==> src/rtl/mul_tbl_pkg.sv <==
// Shared types and constants for the table-based 8x8 multiplier sequencer.
// Holds the FSM state type, datapath widths and the per-issue nibble/shift tables.
package mul_tbl_pkg;

  localparam int NIB_W  = 4;
  localparam int TBL_W  = 8;
  localparam int OPND_W = 8;
  localparam int PROD_W = 16;

  typedef enum logic [1:0] {
    IDLE  = 2'd0,
    ISSUE = 2'd1,
    DRAIN = 2'd2,
    DONE  = 2'd3
  } state_t;

  // Per issue index k: use the high nibble of x / y, and the partial-product shift.
  localparam logic             X_HI  [4] = '{1'b0, 1'b0, 1'b1, 1'b1};
  localparam logic             Y_HI  [4] = '{1'b0, 1'b1, 1'b0, 1'b1};
  localparam logic [NIB_W-1:0] SHIFT [4] = '{4'd0, 4'd4, 4'd4, 4'd8};

  function automatic logic [NIB_W-1:0] nib_sel(input logic [OPND_W-1:0] op, input logic hi);
    logic [NIB_W-1:0] nib;
    if (hi) begin
      nib = op[OPND_W-1:NIB_W];
    end else begin
      nib = op[NIB_W-1:0];
    end
    return nib;
  endfunction

endpackage

==> src/rtl/tbl_lat_pipe.sv <==
// Delay line that tracks {valid, shift} of each table lookup across the table latency.
// DEPTH=0 is a pure pass-through for a combinational table.
module tbl_lat_pipe
  import mul_tbl_pkg::*;
#(
  parameter int DEPTH = 1
) (
  input  logic             clk,
  input  logic             clr_n,
  input  logic             in_vld,
  input  logic [NIB_W-1:0] in_shift,
  output logic             out_vld,
  output logic [NIB_W-1:0] out_shift
);

  generate
    if (DEPTH == 0) begin : g_pass
      assign out_vld   = in_vld;
      assign out_shift = in_shift;
    end else begin : g_dly
      logic             vld_r   [DEPTH];
      logic [NIB_W-1:0] shift_r [DEPTH];

      // Shift register stage chain, cleared synchronously so aborted lookups vanish.
      always_ff @(posedge clk) begin
        if (!clr_n) begin
          for (int i = 0; i < DEPTH; i++) begin
            vld_r[i]   <= 1'b0;
            shift_r[i] <= 4'd0;
          end
        end else begin
          vld_r[0]   <= in_vld;
          shift_r[0] <= in_shift;
          for (int i = 1; i < DEPTH; i++) begin
            vld_r[i]   <= vld_r[i-1];
            shift_r[i] <= shift_r[i-1];
          end
        end
      end

      assign out_vld   = vld_r[DEPTH-1];
      assign out_shift = shift_r[DEPTH-1];
    end
  endgenerate

endmodule

==> src/rtl/mul8_table_seq.sv <==
// Unsigned 8x8 multiplier built from four lookups into a shared 4x4 multiplication table.
// Issues nibble pairs on consecutive cycles, accumulates shifted results, returns via valid/ready.
module mul8_table_seq
  import mul_tbl_pkg::*;
#(
  parameter int TBL_LAT = 1
) (
  input  logic              clk,
  input  logic              rst_n,
  input  logic              in_valid,
  output logic              in_ready,
  input  logic [OPND_W-1:0] in_x,
  input  logic [OPND_W-1:0] in_y,
  output logic              out_valid,
  input  logic              out_ready,
  output logic [PROD_W-1:0] out_p,
  output logic [NIB_W-1:0]  tbl_a,
  output logic [NIB_W-1:0]  tbl_b,
  input  logic [TBL_W-1:0]  tbl_m,
  output logic              busy
);

  state_t            state_r, state_s;
  logic [1:0]        k_r, k_s;
  logic [OPND_W-1:0] x_r, y_r, x_src_s, y_src_s;
  logic [PROD_W-1:0] acc_r;
  logic              accept_s;
  logic              in_ready_r, out_valid_r, busy_r;
  logic [NIB_W-1:0]  tbl_a_r, tbl_b_r, tbl_a_s, tbl_b_s;
  logic              iss_vld_s, pipe_vld_s;
  logic [NIB_W-1:0]  iss_shift_s, pipe_shift_s;

  assign iss_vld_s   = (state_r == ISSUE);
  assign iss_shift_s = SHIFT[k_r];

  tbl_lat_pipe #(.DEPTH(TBL_LAT)) u_pipe (
    .clk       (clk),
    .clr_n     (rst_n),
    .in_vld    (iss_vld_s),
    .in_shift  (iss_shift_s),
    .out_vld   (pipe_vld_s),
    .out_shift (pipe_shift_s)
  );

  // Next-state, issue index and next table operands.
  always_comb begin
    state_s  = state_r;
    k_s      = k_r;
    accept_s = 1'b0;
    case (state_r)
      IDLE: begin
        if (in_valid && in_ready_r) begin
          state_s  = ISSUE;
          k_s      = 2'd0;
          accept_s = 1'b1;
        end else begin
          state_s = IDLE;
        end
      end
      ISSUE: begin
        if (k_r == 2'd3) begin
          if (TBL_LAT > 0) begin
            state_s = DRAIN;
          end else begin
            state_s = DONE;
          end
        end else begin
          k_s = k_r + 2'd1;
        end
      end
      DRAIN: begin
        // Only the final issue carries shift 8, so its arrival ends the drain.
        if (pipe_vld_s && (pipe_shift_s == SHIFT[3])) begin
          state_s = DONE;
        end else begin
          state_s = DRAIN;
        end
      end
      DONE: begin
        if (out_ready) begin
          state_s = IDLE;
        end else begin
          state_s = DONE;
        end
      end
      default: begin
        state_s = IDLE;
      end
    endcase

    if (accept_s) begin
      x_src_s = in_x;
      y_src_s = in_y;
    end else begin
      x_src_s = x_r;
      y_src_s = y_r;
    end

    if (state_s == ISSUE) begin
      tbl_a_s = nib_sel(x_src_s, X_HI[k_s]);
      tbl_b_s = nib_sel(y_src_s, Y_HI[k_s]);
    end else begin
      tbl_a_s = 4'd0;
      tbl_b_s = 4'd0;
    end
  end

  // State, operand latch, accumulator and registered outputs.
  always_ff @(posedge clk) begin
    if (!rst_n) begin
      state_r     <= IDLE;
      k_r         <= 2'd0;
      x_r         <= 8'd0;
      y_r         <= 8'd0;
      acc_r       <= 16'd0;
      in_ready_r  <= 1'b0;
      out_valid_r <= 1'b0;
      busy_r      <= 1'b0;
      tbl_a_r     <= 4'd0;
      tbl_b_r     <= 4'd0;
    end else begin
      state_r     <= state_s;
      k_r         <= k_s;
      in_ready_r  <= (state_s == IDLE);
      out_valid_r <= (state_s == DONE);
      busy_r      <= (state_s != IDLE);
      tbl_a_r     <= tbl_a_s;
      tbl_b_r     <= tbl_b_s;
      if (accept_s) begin
        x_r   <= in_x;
        y_r   <= in_y;
        acc_r <= 16'd0;
      end else if (pipe_vld_s) begin
        acc_r <= acc_r + ({8'd0, tbl_m} << pipe_shift_s);
      end else begin
        acc_r <= acc_r;
      end
    end
  end

  assign in_ready  = in_ready_r;
  assign out_valid = out_valid_r;
  assign out_p     = acc_r;
  assign tbl_a     = tbl_a_r;
  assign tbl_b     = tbl_b_r;
  assign busy      = busy_r;

endmodule

==> config.mk <==
export PLATFORM = sky130hd
export DESIGN_NAME = mul8_table_seq
export DESIGN_NICKNAME = d
export VERILOG_FILES = /design/src/rtl/mul_tbl_pkg.sv /design/src/rtl/tbl_lat_pipe.sv /design/src/rtl/mul8_table_seq.sv
export SDC_FILE = /design/constraint.sdc
export NUM_CORES = 1
export LEC_CHECK = 0
export ABC_CLOCK_PERIOD_IN_PS = 3500
export CAP_MARGIN = 20
export CORE_MARGIN = 2
export CORE_UTILIZATION = 52
export CTS_CLUSTER_DIAMETER = 150
export CTS_CLUSTER_SIZE = 10
export DETAILED_ROUTE_END_ITERATION = 10
export PLACE_DENSITY = 0.85
export SLEW_MARGIN = 10
export SYNTH_ARGS = -nofsm -noshare
export SYNTH_HDL_FRONTEND = slang
export SYNTH_SLANG_ARGS = --single-unit
==> constraint.sdc <==
create_clock -name clk -period 3.5 [get_ports clk]
set_input_delay 0.7 -clock clk [delete_from_list [all_inputs] [get_ports clk]]
set_output_delay 0.7 -clock clk [all_outputs]
set_load 0.05 [all_outputs]
; ---- Word level (Yosys, flattened, before mapping)
; Memory sizes are Yosys's and may differ from the RTL's.
; Cells that the tools add are included.
[word_totals]
ramBits = 5
output_inout_bits = 27
word_cells = 65
ff_bits = 47
n_memories = 2
[mem_list]
columns = memory, depth, width, rd, rd_ports_with_merged_regs, write_ports, line
row1 = u_pipe.g_dly.shift_r, 1, 4, 1, 0, 1, tbl_lat_pipe.sv:22  ; logic [NIB_W-1:0] shift_r [DEPTH];
row2 = u_pipe.g_dly.vld_r, 1, 1, 1, 0, 1, tbl_lat_pipe.sv:21  ; logic vld_r [DEPTH];
[classes]
shifts = 1
n_lt_le_gt_ge = 2
muxes = 29
bitwise = 3
eq_ne = 7
n_addsub = 2
reduce_logical = 9
[op_table]
columns = op, n
row1 = $mux 4, 5
row2 = $add 16x16->16, 1
row3 = $mux 8, 2
row4 = $shl 8x4->16, 1
row5 = $mux 1, 13
row6 = $bmux 4 s2, 1
row7 = $eq 2x2->1 const B, 4
row8 = $mux 2, 4
row9 = $pmux 2 s4, 1
row10 = $ge 3x3->1 const B, 2
row11 = $not 2->3, 2
row12 = $bmux 1 s2, 2
row13 = $eq 2x1->1 const B, 2
row14 = $eq 4x4->1 const B, 1
row15 = $logic_not 2->1, 2
row16 = $pmux 2 s2, 1
row17 = $reduce_or 4->1, 1
row18 = $add 2x1->2 const B, 1
row19 = $logic_and 1x1->1, 2
row20 = $reduce_and 2->1, 1
row21 = $reduce_bool 2->1, 1
row22 = $reduce_or 2->1, 1
row23 = $not 1->1, 1
row24 = $reduce_or 1->1, 1

; ---- Longest topological paths before layout
; Gate-level depths: netlist of run 1.
[depth]
ltp_word = 8
depth_mapped = 11
ltp_nobuf = 10

; ---- Cells and area by module
; A second synthesis of run 1 with hierarchy kept.
[hier_totals]
hier_cells = 393
hier_area_um2 = 3184.3
[by_module_without_submodules]
columns = mod, area_each_um2, cells_per_inst, instances, seq_area_each_um2
row1 = mul8_table_seq, 3052.9, 383, 1, 940.9
row2 = tbl_lat_pipe, 131.4, 10, 1, 100.1

; ---- Worst setup path before layout of run 1
; No wires, ideal clock.
[synth_timing]
path_kind = input -> register
startpoint = input tbl_m[6]
endpoint = register acc_r[15], in the netlist out_p[15]
t_arrival_ns = 2.400
slack_ns = 1.034
t_required_ns = 3.434
cell_stages = 9
setup_time_ns = 0.066
cell_sequence = a22o_1 ha_1 buf_6 and4_4 a211o_1 o22ai_2 a21oi_2 or3_1 a21oi_2
[synth_via]
elab_chain_len = 2
[synth_rtl]
columns = item, line
row1 = from (decl), mul8_table_seq.sv:19  ; input logic [TBL_W-1:0] tbl_m,
row2 = $shl 8x4->16, mul8_table_seq.sv:134  ; acc_r <= acc_r + ({8'd0, tbl_m} << pipe_shift_s);
row3 = $add 16x16->16, mul8_table_seq.sv:134
row4 = to (signal assigned), mul8_table_seq.sv:134
row5 = to (signal assigned), mul8_table_seq.sv:136  ; acc_r <= acc_r;
row6 = to (decl), mul8_table_seq.sv:26  ; logic [PROD_W-1:0] acc_r;
; No other way between the ends.
; A chain may end at the register's enable or synchronous reset.

; ---- Worst setup path in the final report of run 1
[layout_timing]
startpoint = input tbl_m[0]
endpoint = register acc_r[11], in the netlist out_p[11]
; Same word-level chain as after synthesis.

==> results_dict.tcl, run 1 <==
set metrics [dict create \
    status "complete, no violations" \
    combinationalPowerShare 0.185 \
    antenna_violating_nets_post_route 0 \
    ir_drop_mv 0.224 \
    routed_via_density 5.56 \
    worstHoldPathType "register to register" \
    floorplan.io_pins 55 \
    cp_data_arrival_time_ns 3.00 \
    setup_tns_ns 0 \
    layout-drive-gt1-share 0.0858 \
    gp_congestion 0.946 \
    finalWorstSetupSlack_ns 0.678 \
    clock_latency_reported_for_the_late_side_of_the_worst_skew_pair_ns 0.31 \
    tritoncts "yes" \
    synth.area.mux_share 0.0720 \
    worstSetupStartpointType "input port" \
    p_switching_mw 0.346 \
    timing_worst_slew_pin_value_ns 0.666 \
    drt_iter0_markers 124 \
    worstPathRequired_ns 3.68 \
    cap_violations 0 \
    vias_in_the_first_global_route 2358 \
    synth_compound_gate_area_share 0.202 \
    crit_fanout 5 \
    grt_use_total 0.217 \
    place_inst 435 \
    routed_wirelength_mm 6.26 \
    total_leakage_power_nw 1.37 \
    main_combinational_cell_family_by_area_after_synthesis "compound AO/OA/AOI/OAI gates" \
    layout.nets 419 \
    worst_setup_hold_path_clk_slew_ns 0.10 \
    seq_power_share 0.514 \
    total_of_hold_buffers_inserted_after_clock_tree_synthesis 0 \
    cts_max_level 2 \
    postSynthCellCount 325 \
    length_of_the_first_detailed_routing_pass_in_iterations 4 \
    dp.final_hpwl_mm 4.70 \
    antenna_cells 0 \
    post_cts_resize_count 0 \
    cts_inserted_buffers 5 \
    tmin_final_ns 2.82 \
    sw_frac_of_total 0.294 \
    power.share.clock 0.301 \
    rsz0062_at_grt "no" \
    port_buffers 54 \
    final_area_um2 3430 \
    syn-mean-instance-area_um2 8.55 \
    initial_core_util 0.541 \
    die-width_um 77.1 \
    post_synth_xor_area_fraction 0.0378 \
    remaining_overflow_grt 0 \
    grt_pass1_wl_mm 10.5 \
    slew_headroom 0.555 \
    report.final.slew_viol_count 0 \
    ctsLongestPathBuffers 2 \
    num-fill-cells 470 \
    die_area_um2 5950 \
    ys.flop_type "sky130_fd_sc_hd__dfxtp_1" \
    final_util 0.667 \
    area_delta_synth_final_pct 23.5 \
    die_y_um 77.1 \
    power_per_cell_area_nw_per_um2 342 \
    placed_area_um2 3340 \
    seq_area_frac_synth 0.360 \
    fraction_of_synthesis_flops_using_an_asynchronous_set_or_reset_pin 0 \
    fin_cells 443 \
    worstSetupPathType "input port to register" \
    synth.lib_cells_used.distinct 51 \
    final.period_utilization 0.806 \
    root_buffer "sky130_fd_sc_hd__clkbuf_8" \
    buffers_inserted_by_post_cts_timing_repair 0 \
    synthSimpleGateAreaFrac 0.196 \
    synth_edf_count 0 \
    core_area_um2 5140 \
    post_synthesis_share_of_cell_area_spent_on_full_adders_half_adders_and_majority_gates 0.0882 \
    grt_max_degree 27 \
    register_area_um2 1000 \
    worst_hold_path_stage_count 2 \
    cts.sinks 50 \
    power_report.internal_total_mw 0.829 \
    grt_antenna_before_repair 0 \
    ys_warns 0 \
    vias 2464 \
    drc 0 \
    hold_violations 0 \
    place_ws_ns 0.384 \
    setup_viol 0 \
    rr_worst_depth 9 \
    synth_seq_cells 50 \
    synth_fp_nets 372 \
    route.detailed.wl_per_inst_um 14.1 \
    rows 26 \
    multi_input_area_um2 1660 \
    timing.clock.skew_ns 0.00670 \
    fmax_ghz 0.354 \
    crit_path_end_kind "register" \
    synthesis.area_um2 2780 \
]
[worst max-delay path, stage by stage]
cell,delay [ns]
sky130_fd_sc_hd__clkdlybuf4s50_1,0.43
sky130_fd_sc_hd__mux2i_1,0.24
sky130_fd_sc_hd__nor2_1,0.08
sky130_fd_sc_hd__ha_1,0.35
sky130_fd_sc_hd__a211oi_1,0.34
sky130_fd_sc_hd__o211ai_1,0.20
sky130_fd_sc_hd__o21ai_0,0.18
sky130_fd_sc_hd__o21ai_0,0.20
sky130_fd_sc_hd__xnor2_1,0.19
sky130_fd_sc_hd__o22ai_1,0.10
[power by group through the flow]
stage	sequential, mW	clock, mW	combinational (mW)
after global routing	0.606	0.379	0.238
after global placement	0.615	0	0.213
after detailed placement	0.616	0	0.217
final	0.603	0.354	0.217
after floorplan	0.637	0	0.121
after CTS	0.603	0.361	0.218
[cells by family (layout without fill, tap and decap cells)]
family                     after synthesis  count (layout)
adders and majority gates               19              19
and+or+nand+nor                        113             113
buffers and inverters                   24              72
DFF                                     50              50
AOI/OAI and AO/OA                       88              88
muxes                                   19              19
xor gates and xnor gates                12              12
[routing by layer]
layer	up-vias	share of wire	track usage
met5	-	0	0
met4	0	0.024	0.0768
met3	15	0.052	0.0400
met2	75	0.49	0.385
met1	1133	0.43	0.261
li1	1241	-	-
[cell type report]
| class | instances | area share |
|---|---|---|
| inverter | 6 | 0.00656 |
| tap | 70 | 0.0255 |
| sequential | 50 | 0.292 |
| clock inverter | 3 | 0.00656 |
| timing repair buffer | 58 | 0.166 |
| multi-input combinational | 251 | 0.483 |
| clock buffer | 5 | 0.0201 |
[state kept, by name, summed over array words and instances, names as in the netlist]
name                  cells
out_p                    16
x_r                       8
y_r                       8
tbl_a                     4
tbl_b                     4
k_r                       2
state_r                   2
u_pipe.g_dly.shift_r      2
busy                      1
in_ready                  1
out_valid                 1
u_pipe.g_dly.vld_r        1
[worst paths after layout]
kind                                                  from  slack (ns)        end
worst min register to register                      y_r[3]        0.46     y_r[3]
worst max register to register  u_pipe.g_dly.shift_r[0][2]        0.82  out_p[15]
worst min-delay path                                y_r[3]        0.46     y_r[3]
worst max-delay path                              tbl_m[0]        0.68  out_p[11]
[cells in the final DEF, fill, tap and decap left out, types with 2 or more instances in the layout]
cell | Yosys | routed
sky130_fd_sc_hd__a21oi_2 | 3 | 3
sky130_fd_sc_hd__a31oi_1 | 3 | 3
sky130_fd_sc_hd__o21ai_1 | 2 | 2
sky130_fd_sc_hd__nand3_1 | 2 | 2
sky130_fd_sc_hd__clkdlybuf4s50_1 | 0 | 54
sky130_fd_sc_hd__inv_6 | 0 | 2
sky130_fd_sc_hd__nand2b_1 | 4 | 4
sky130_fd_sc_hd__o21a_1 | 2 | 2
sky130_fd_sc_hd__and2_1 | 9 | 9
sky130_fd_sc_hd__a21o_1 | 8 | 8
sky130_fd_sc_hd__mux2_2 | 8 | 8
sky130_fd_sc_hd__inv_1 | 6 | 6
sky130_fd_sc_hd__xor2_1 | 3 | 3
sky130_fd_sc_hd__a211oi_1 | 4 | 4
sky130_fd_sc_hd__buf_4 | 0 | 4
sky130_fd_sc_hd__xnor2_1 | 9 | 9
sky130_fd_sc_hd__a21oi_1 | 38 | 38
sky130_fd_sc_hd__nor2b_1 | 5 | 5
sky130_fd_sc_hd__nand3b_1 | 2 | 2
sky130_fd_sc_hd__nor2_1 | 19 | 19
sky130_fd_sc_hd__o21ai_0 | 9 | 9
sky130_fd_sc_hd__o211ai_1 | 3 | 3
sky130_fd_sc_hd__a22o_1 | 4 | 4
sky130_fd_sc_hd__dfxtp_1 | 50 | 50
sky130_fd_sc_hd__clkbuf_8 | 0 | 5
sky130_fd_sc_hd__o22ai_1 | 4 | 4
sky130_fd_sc_hd__or3_1 | 3 | 3
sky130_fd_sc_hd__nand4_1 | 4 | 4
sky130_fd_sc_hd__ha_1 | 18 | 18
sky130_fd_sc_hd__nand2_1 | 55 | 55
sky130_fd_sc_hd__mux2i_1 | 11 | 11
[synth_stat cells, types with 3 or more instances]
| library cell | count | area (um^2) |
|---|---|---|
| sky130_fd_sc_hd__nor2_1 | 19 | 71.3 |
| sky130_fd_sc_hd__ha_1 | 18 | 225 |
| sky130_fd_sc_hd__clkbuf_1 | 6 | 22.5 |
| sky130_fd_sc_hd__nand2_1 | 55 | 206 |
| sky130_fd_sc_hd__or3_1 | 3 | 18.8 |
| sky130_fd_sc_hd__a31oi_1 | 3 | 18.8 |
| sky130_fd_sc_hd__buf_1 | 3 | 11.3 |
| sky130_fd_sc_hd__xnor2_1 | 9 | 78.8 |
| sky130_fd_sc_hd__a22o_1 | 4 | 35.0 |
| sky130_fd_sc_hd__mux2i_1 | 11 | 110 |
| sky130_fd_sc_hd__buf_6 | 3 | 33.8 |
| sky130_fd_sc_hd__o211ai_1 | 3 | 22.5 |
| sky130_fd_sc_hd__a211oi_1 | 4 | 30.0 |
| sky130_fd_sc_hd__nor2b_1 | 5 | 31.3 |
| sky130_fd_sc_hd__and2_1 | 9 | 56.3 |
| sky130_fd_sc_hd__o21ai_0 | 9 | 45.0 |
| sky130_fd_sc_hd__nand2b_1 | 4 | 25.0 |
| sky130_fd_sc_hd__xor2_1 | 3 | 26.3 |
| sky130_fd_sc_hd__mux2_2 | 8 | 90.1 |
| sky130_fd_sc_hd__buf_2 | 5 | 25.0 |
| sky130_fd_sc_hd__dfxtp_1 | 50 | 1000 |
| sky130_fd_sc_hd__inv_1 | 6 | 22.5 |
| sky130_fd_sc_hd__o22ai_1 | 4 | 25.0 |
| sky130_fd_sc_hd__a21o_1 | 8 | 60.1 |
| sky130_fd_sc_hd__a21oi_2 | 3 | 26.3 |
| sky130_fd_sc_hd__a21oi_1 | 38 | 190 |
| sky130_fd_sc_hd__nand4_1 | 4 | 25.0 |
[per-stage QoR]
| stage | hold WS, ns | power, mW |
|---|---|---|
| 2_1_floorplan | 0.433 | 0.758 |
| 3_3_place_gp | 0.439 | 0.828 |
| 3_5_place_dp | 0.447 | 0.833 |
| 4_1_cts | 0.460 | 1.18 |
| 5_1_grt | 0.484 | 1.22 |
| 6_report | 0.458 | 1.17 |
No activity file was read; power rests on OpenSTA's default activity.
==> run 2: changes to the inputs <==
--- a/config.mk
+++ b/config.mk
@@ -5,7 +5,7 @@
 export SDC_FILE = /design/constraint.sdc
 export NUM_CORES = 1
 export LEC_CHECK = 0
-export ABC_CLOCK_PERIOD_IN_PS = 3500
+export ABC_CLOCK_PERIOD_IN_PS = 2800
 export CAP_MARGIN = 20
 export CORE_MARGIN = 2
 export CORE_UTILIZATION = 52
==> constraint.sdc (replaced) <==
create_clock -name clk -period 2.8 [get_ports clk]
set_input_delay 0.56 -clock clk [delete_from_list [all_inputs] [get_ports clk]]
set_output_delay 0.56 -clock clk [all_outputs]
set_load 0.05 [all_outputs]
==> run 2 against run 1 <==
Against the previous run:
- non-clock buffer count grew 26
- final cell count grew 5.9%
- clock skew shrank 0.0023 ns
- setup slack lost 0.55 ns
- via count grew 4.3%
- global-route usage grew 2.6 points
- clock power grew 46%
- clock-buffer cell count grew 1
- critical path depth shrank 1
- utilization grew 4.6 points
- first-iteration DRC count shrank 19%
- worst hold slack gained 0.0044 ns
- highest routed layer unchanged
==> results_dict.tcl, run 2 (same netlist as run 1, synthesis figures left out) <==
set metrics [dict create \
    status "complete, no violations" \
    layout-drive-gt1-share 0.153 \
    initial_core_util 0.541 \
    path_common_cell "sky130_fd_sc_hd__a21oi_2" \
    global_route.usage.met1 0.275 \
    final.period_utilization 0.955 \
    worstSetupStartpointType "register" \
    place_inst 461 \
    drc 0 \
    ir_drop_mv 0.384 \
    crit_path_end_kind "register" \
    use_met2 0.453 \
    core_area_um2 5140 \
    cts.sinks 50 \
    floorplan.io_pins 55 \
    die-width_um 77.1 \
    rsz0062_at_grt "no" \
    timing.clock.skew_ns 0.00441 \
    worstSetupPathType "register to register" \
    grt.met3_usage 0.0553 \
    die_y_um 77.1 \
    routed_wirelength_mm 6.92 \
    layout.nets 445 \
    total_leakage_power_nw 1.51 \
    port_buffers 54 \
    tritoncts "yes" \
    vias 2571 \
    root_buffer "sky130_fd_sc_hd__clkbuf_8" \
    vias_in_the_first_global_route 2613 \
    p_switching_mw 0.430 \
    route.detailed.wl_per_inst_um 14.7 \
    cp_top_family "compound AO/OA/AOI/OAI gates" \
    power_per_cell_area_nw_per_um2 429 \
    setup_viol 0 \
    dp.final_hpwl_mm 5.13 \
    grt_pass1_wl_mm 11.7 \
    power.share.clock 0.329 \
    die_area_um2 5950 \
    worst_setup_hold_path_clk_slew_ns 0.09 \
    antenna_cells 0 \
    antenna_violating_nets_post_route 0 \
    worstPathRequired_ns 3.05 \
    power_report.internal_total_mw 1.14 \
    gp_congestion 0.926 \
    slew_headroom 0.634 \
    fin_cells 469 \
    grt_use_total 0.243 \
    cts_inserted_buffers 5 \
    crit_fanout 8 \
    sw_frac_of_total 0.273 \
    drt_iter0_markers 100 \
    timing_worst_slew_pin_value_ns 0.550 \
    grt_max_degree 26 \
    total_power_mw 1.57 \
    fmax_ghz 0.374 \
    final_common_cell "sky130_fd_sc_hd__nand2_1" \
    slowest_stage "sky130_fd_sc_hd__dfxtp_1" \
    remaining_overflow_grt 0 \
    seq_power_share 0.479 \
    length_of_the_first_detailed_routing_pass_in_iterations 5 \
    area_delta_synth_final_pct 32.0 \
    hold_violations 0 \
    cap_violations 0 \
    routed_via_density 5.48 \
    report.final.slew_viol_count 0 \
    combinationalPowerShare 0.193 \
    buffers_inserted_by_post_cts_timing_repair 0 \
    largest_reg_flops 16 \
    setup_tns_ns 0 \
    tmin_final_ns 2.68 \
    busiest_layer "met2" \
    max_stage_delay_ns 0.45 \
    worstHoldPathType "register to register" \
    cts_max_level 2 \
    grt_antenna_before_repair 0 \
    timing.critical_path.buf_inv 0 \
    rows 26 \
    cp_data_arrival_time_ns 2.93 \
    final_cell_mix "sky130_fd_sc_hd__nand2_1, sky130_fd_sc_hd__clkdlybuf4s50_1, sky130_fd_sc_hd__dfxtp_1" \
    ctsLongestPathBuffers 2 \
    path_cells "nor2b_1 -> a22o_1 -> ha_1 -> a21o_2 -> a211o_1 -> o22ai_2 -> a21oi_2 -> or3_1 -> a21oi_2" \
    clock_latency_reported_for_the_late_side_of_the_worst_skew_pair_ns 0.31 \
]
-- run 2: stage by stage --
step	utilization	hold WS (ns)	cell area, um^2	setup slack (ns)
after global routing	0.714	0.477	3670	0.00808
final	0.714	0.462	3670	0.125
after CTS	0.709	0.461	3640	0.118
after global placement	0.688	0.440	3530	-0.0693
after floorplan	-	0.433	2780	0.346
after detailed placement	0.688	0.449	3530	-0.193
-- run 2: worst paths after layout --
check             depth (start not counted)   endpoint  slack [ns]                        from
setup / recovery                          9  out_p[15]        0.12  u_pipe.g_dly.shift_r[0][2]
setup reg to reg                          9  out_p[15]        0.12  u_pipe.g_dly.shift_r[0][2]
hold / removal                            2     x_r[5]        0.46                      x_r[5]
hold reg to reg                           2     x_r[5]        0.46                      x_r[5]
-- run 2: final cells by class --
type                       count  area, um^2
tap                           70        87.6
fill                         427        1470
inverter                       6        22.5
clock inverter                 2        37.5
timing repair buffer          84         768
clock buffer                   6        72.6
sequential                    50        1000
multi-input combinational    251        1680
-- run 2: power groups by stage --
stage | logic (mW) | registers (mW) | clock network, mW
after floorplan | 0.151 | 0.796 | 0
after global placement | 0.291 | 0.768 | 0
after detailed placement | 0.298 | 0.770 | 0
after CTS | 0.299 | 0.753 | 0.519
after global routing | 0.330 | 0.758 | 0.547
final | 0.303 | 0.753 | 0.517
-- run 2: worst register-to-register path: stages, from the launching register on --
cell and delay, ns:
sky130_fd_sc_hd__dfxtp_1 0.45, sky130_fd_sc_hd__nor2b_1 0.36, sky130_fd_sc_hd__a22o_1 0.24, sky130_fd_sc_hd__ha_1 0.32, sky130_fd_sc_hd__a21o_2 0.27, sky130_fd_sc_hd__a211o_1 0.28
sky130_fd_sc_hd__o22ai_2 0.14, sky130_fd_sc_hd__a21oi_2 0.08, sky130_fd_sc_hd__or3_1 0.36, sky130_fd_sc_hd__a21oi_2 0.12
-- run 2: repair_timing --
item | CTS | global route
resized for setup | 0 | 6
hold buffers | 0 | 0
endpoints found under the setup margin | 0 | 3
endpoints found under the hold margin | 0 | 0
-- run 2: per-layer routing --
layer / vias to the layer above / routed length (um)
met5: - / 0
met4: 0 / 110
met3: 11 / 364
met2: 72 / 3590
met1: 1197 / 2850
li1: 1291 / -
==> run 3: changes to the inputs <==
--- a/config.mk
+++ b/config.mk
@@ -8,11 +8,11 @@
 export ABC_CLOCK_PERIOD_IN_PS = 2800
 export CAP_MARGIN = 20
 export CORE_MARGIN = 2
-export CORE_UTILIZATION = 52
+export CORE_UTILIZATION = 45
 export CTS_CLUSTER_DIAMETER = 150
 export CTS_CLUSTER_SIZE = 10
 export DETAILED_ROUTE_END_ITERATION = 10
-export PLACE_DENSITY = 0.85
+export PLACE_DENSITY = 0.76
 export SLEW_MARGIN = 10
 export SYNTH_ARGS = -nofsm -noshare
 export SYNTH_HDL_FRONTEND = slang
==> run 3 against run 2 <==
Against the previous run:
- flip-flop and latch count stayed put
- critical path type is now input port to register
- via count shrank 2.6%
- global-route usage down 3.3 points
==> results_dict.tcl, run 3 (same netlist as run 1, synthesis figures left out) <==
set metrics [dict create \
    timing.clock.skew_ns 0.00330 \
    drt_iter0_markers 118 \
    initial_core_util 0.467 \
    max_stage_delay_ns 0.50 \
    worstSetupStartpointType "input port" \
    ir_drop_mv 0.303 \
    vias 2504 \
    crit_path_end_kind "register" \
    place_inst 465 \
    cts_max_level 2 \
    vias_in_the_first_global_route 2450 \
    antenna_violating_nets_post_route 0 \
    port_buffers 54 \
    ctsLongestPathBuffers 2 \
    root_buffer "sky130_fd_sc_hd__clkbuf_8" \
    routed_via_density 5.29 \
    largest_reg_flops 16 \
    slowest_stage "sky130_fd_sc_hd__clkdlybuf4s50_1" \
    grt_use_total 0.209 \
    tritoncts "yes" \
    routed_wirelength_mm 6.63 \
    grt_pass1_wl_mm 10.9 \
    worstHoldPathType "register to register" \
    length_of_the_first_detailed_routing_pass_in_iterations 4 \
    place_ws_ns -0.166 \
    tmin_final_ns 2.71 \
    rsz0062_at_grt "no" \
    layout.nets 444 \
    fin_cells 473 \
    final_common_cell "sky130_fd_sc_hd__nand2_1" \
    cp_data_arrival_time_ns 2.95 \
    setup_viol 0 \
    worst_setup_hold_path_clk_slew_ns 0.09 \
    origin_of_the_worst_min_delay_path "x_r[5]" \
    status "complete, no violations" \
    grt_antenna_before_repair 0 \
    finalWorstSetupSlack_ns 0.0948 \
    worst_hold_path_stage_count 2 \
    total_of_hold_buffers_inserted_after_clock_tree_synthesis 0 \
    die_y_um 82.6 \
    gp_congestion 0.939 \
    worstPathRequired_ns 3.04 \
    die-width_um 82.6 \
    rr_worst_depth 10 \
    path_common_cell "sky130_fd_sc_hd__a21oi_2" \
    layout-drive-gt1-share 0.141 \
    worstSetupStartpoint "tbl_m[0]" \
    drc 0 \
    cts.sinks 50 \
    core_area_um2 5960 \
    route.detailed.wl_per_inst_um 14.0 \
    timing_worst_slew_pin_value_ns 0.510 \
    total_leakage_power_nw 1.49 \
    cts_inserted_buffers 5 \
    timing.hold.ws_ns 0.456 \
    die_area_um2 6820 \
    remaining_overflow_grt 0 \
    dp.final_hpwl_mm 5.11 \
    area_delta_synth_final_pct 31.1 \
    rows 28 \
    final_cell_mix "sky130_fd_sc_hd__nand2_1, sky130_fd_sc_hd__clkdlybuf4s50_1, sky130_fd_sc_hd__dfxtp_1" \
    num-fill-cells 535 \
    worstSetupPathType "input port to register" \
    cap_violations 0 \
    timing.rr.start "u_pipe.g_dly.shift_r[0][3]" \
    post_cts_resize_count 0 \
    report.final.slew_viol_count 0 \
    power_per_cell_area_nw_per_um2 428 \
    fmax_ghz 0.370 \
    clock_latency_reported_for_the_late_side_of_the_worst_skew_pair_ns 0.30 \
    antenna_cells 0 \
    buffers_inserted_by_post_cts_timing_repair 0 \
    grt_max_degree 26 \
    slew_headroom 0.659 \
    final.period_utilization 0.966 \
    floorplan.io_pins 55 \
    path_cells "clkdlybuf4s50_1 -> mux2i_1 -> nor2b_1 -> ha_1 -> and4_4 -> a211o_1 -> o22ai_2 -> a21oi_2 -> or3_1 -> a21oi_2" \
    hold_violations 0 \
    crit_fanout 6 \
]
## run 3: final timing paths
| check | endpoint | slack (ns) |
|---|---|---|
| worst min register to register | x_r[5] | 0.46 |
| worst max-delay path | out_p[15] | 0.09 |
| worst max register to register | out_p[10] | 0.19 |
| worst min-delay path | x_r[5] | 0.46 |
## run 3: final cells by class
type / instances / area (um^2) / area share
Sequential cell: 50 / 1000 / 0.275
Multi-Input combinational cell: 251 / 1660 / 0.455
Timing Repair Buffer: 83 / 758 / 0.208
Clock buffer: 6 / 72.6 / 0.0199
Inverter: 6 / 22.5 / 0.00618
Clock inverter: 2 / 37.5 / 0.0103
Tap cell: 75 / 93.8 / 0.0258
## run 3: where the power goes
part           internal, mW  switching [mW]  total [mW]
registers             0.736          0.0166       0.753
logic                 0.139           0.159       0.298
clock network         0.267           0.244       0.511
## run 3: metal layers
layer  up-vias  part of all wire  track usage
met1      1132              0.44        0.242
met5         -                 0            0
met3         8             0.054       0.0522
met2        79              0.49        0.377
li1       1285                 -            -
met4         0             0.013       0.0672
## run 3: through the flow
stage | cell area [um^2] | util | setup TNS [ns] | power (mW)
finish | 3640 | 0.612 | 0 | 1.56
global route | 3640 | 0.612 | 0 | 1.65
CTS | 3640 | 0.612 | 0 | 1.58
detailed placement | 3530 | 0.593 | -0.802 | 1.07
global placement | 3530 | 0.593 | -0.370 | 1.06
floorplan | 2780 | - | 0 | 0.947
## run 3: worst max-delay path: cells and delay by family
family                     cells  cell delay, ns
buffers and inverters          1            0.50
muxes                          1            0.10
AOI/OAI and AO/OA              4            0.63
and+or+nand+nor                3            0.80
adders and majority gates      1            0.35
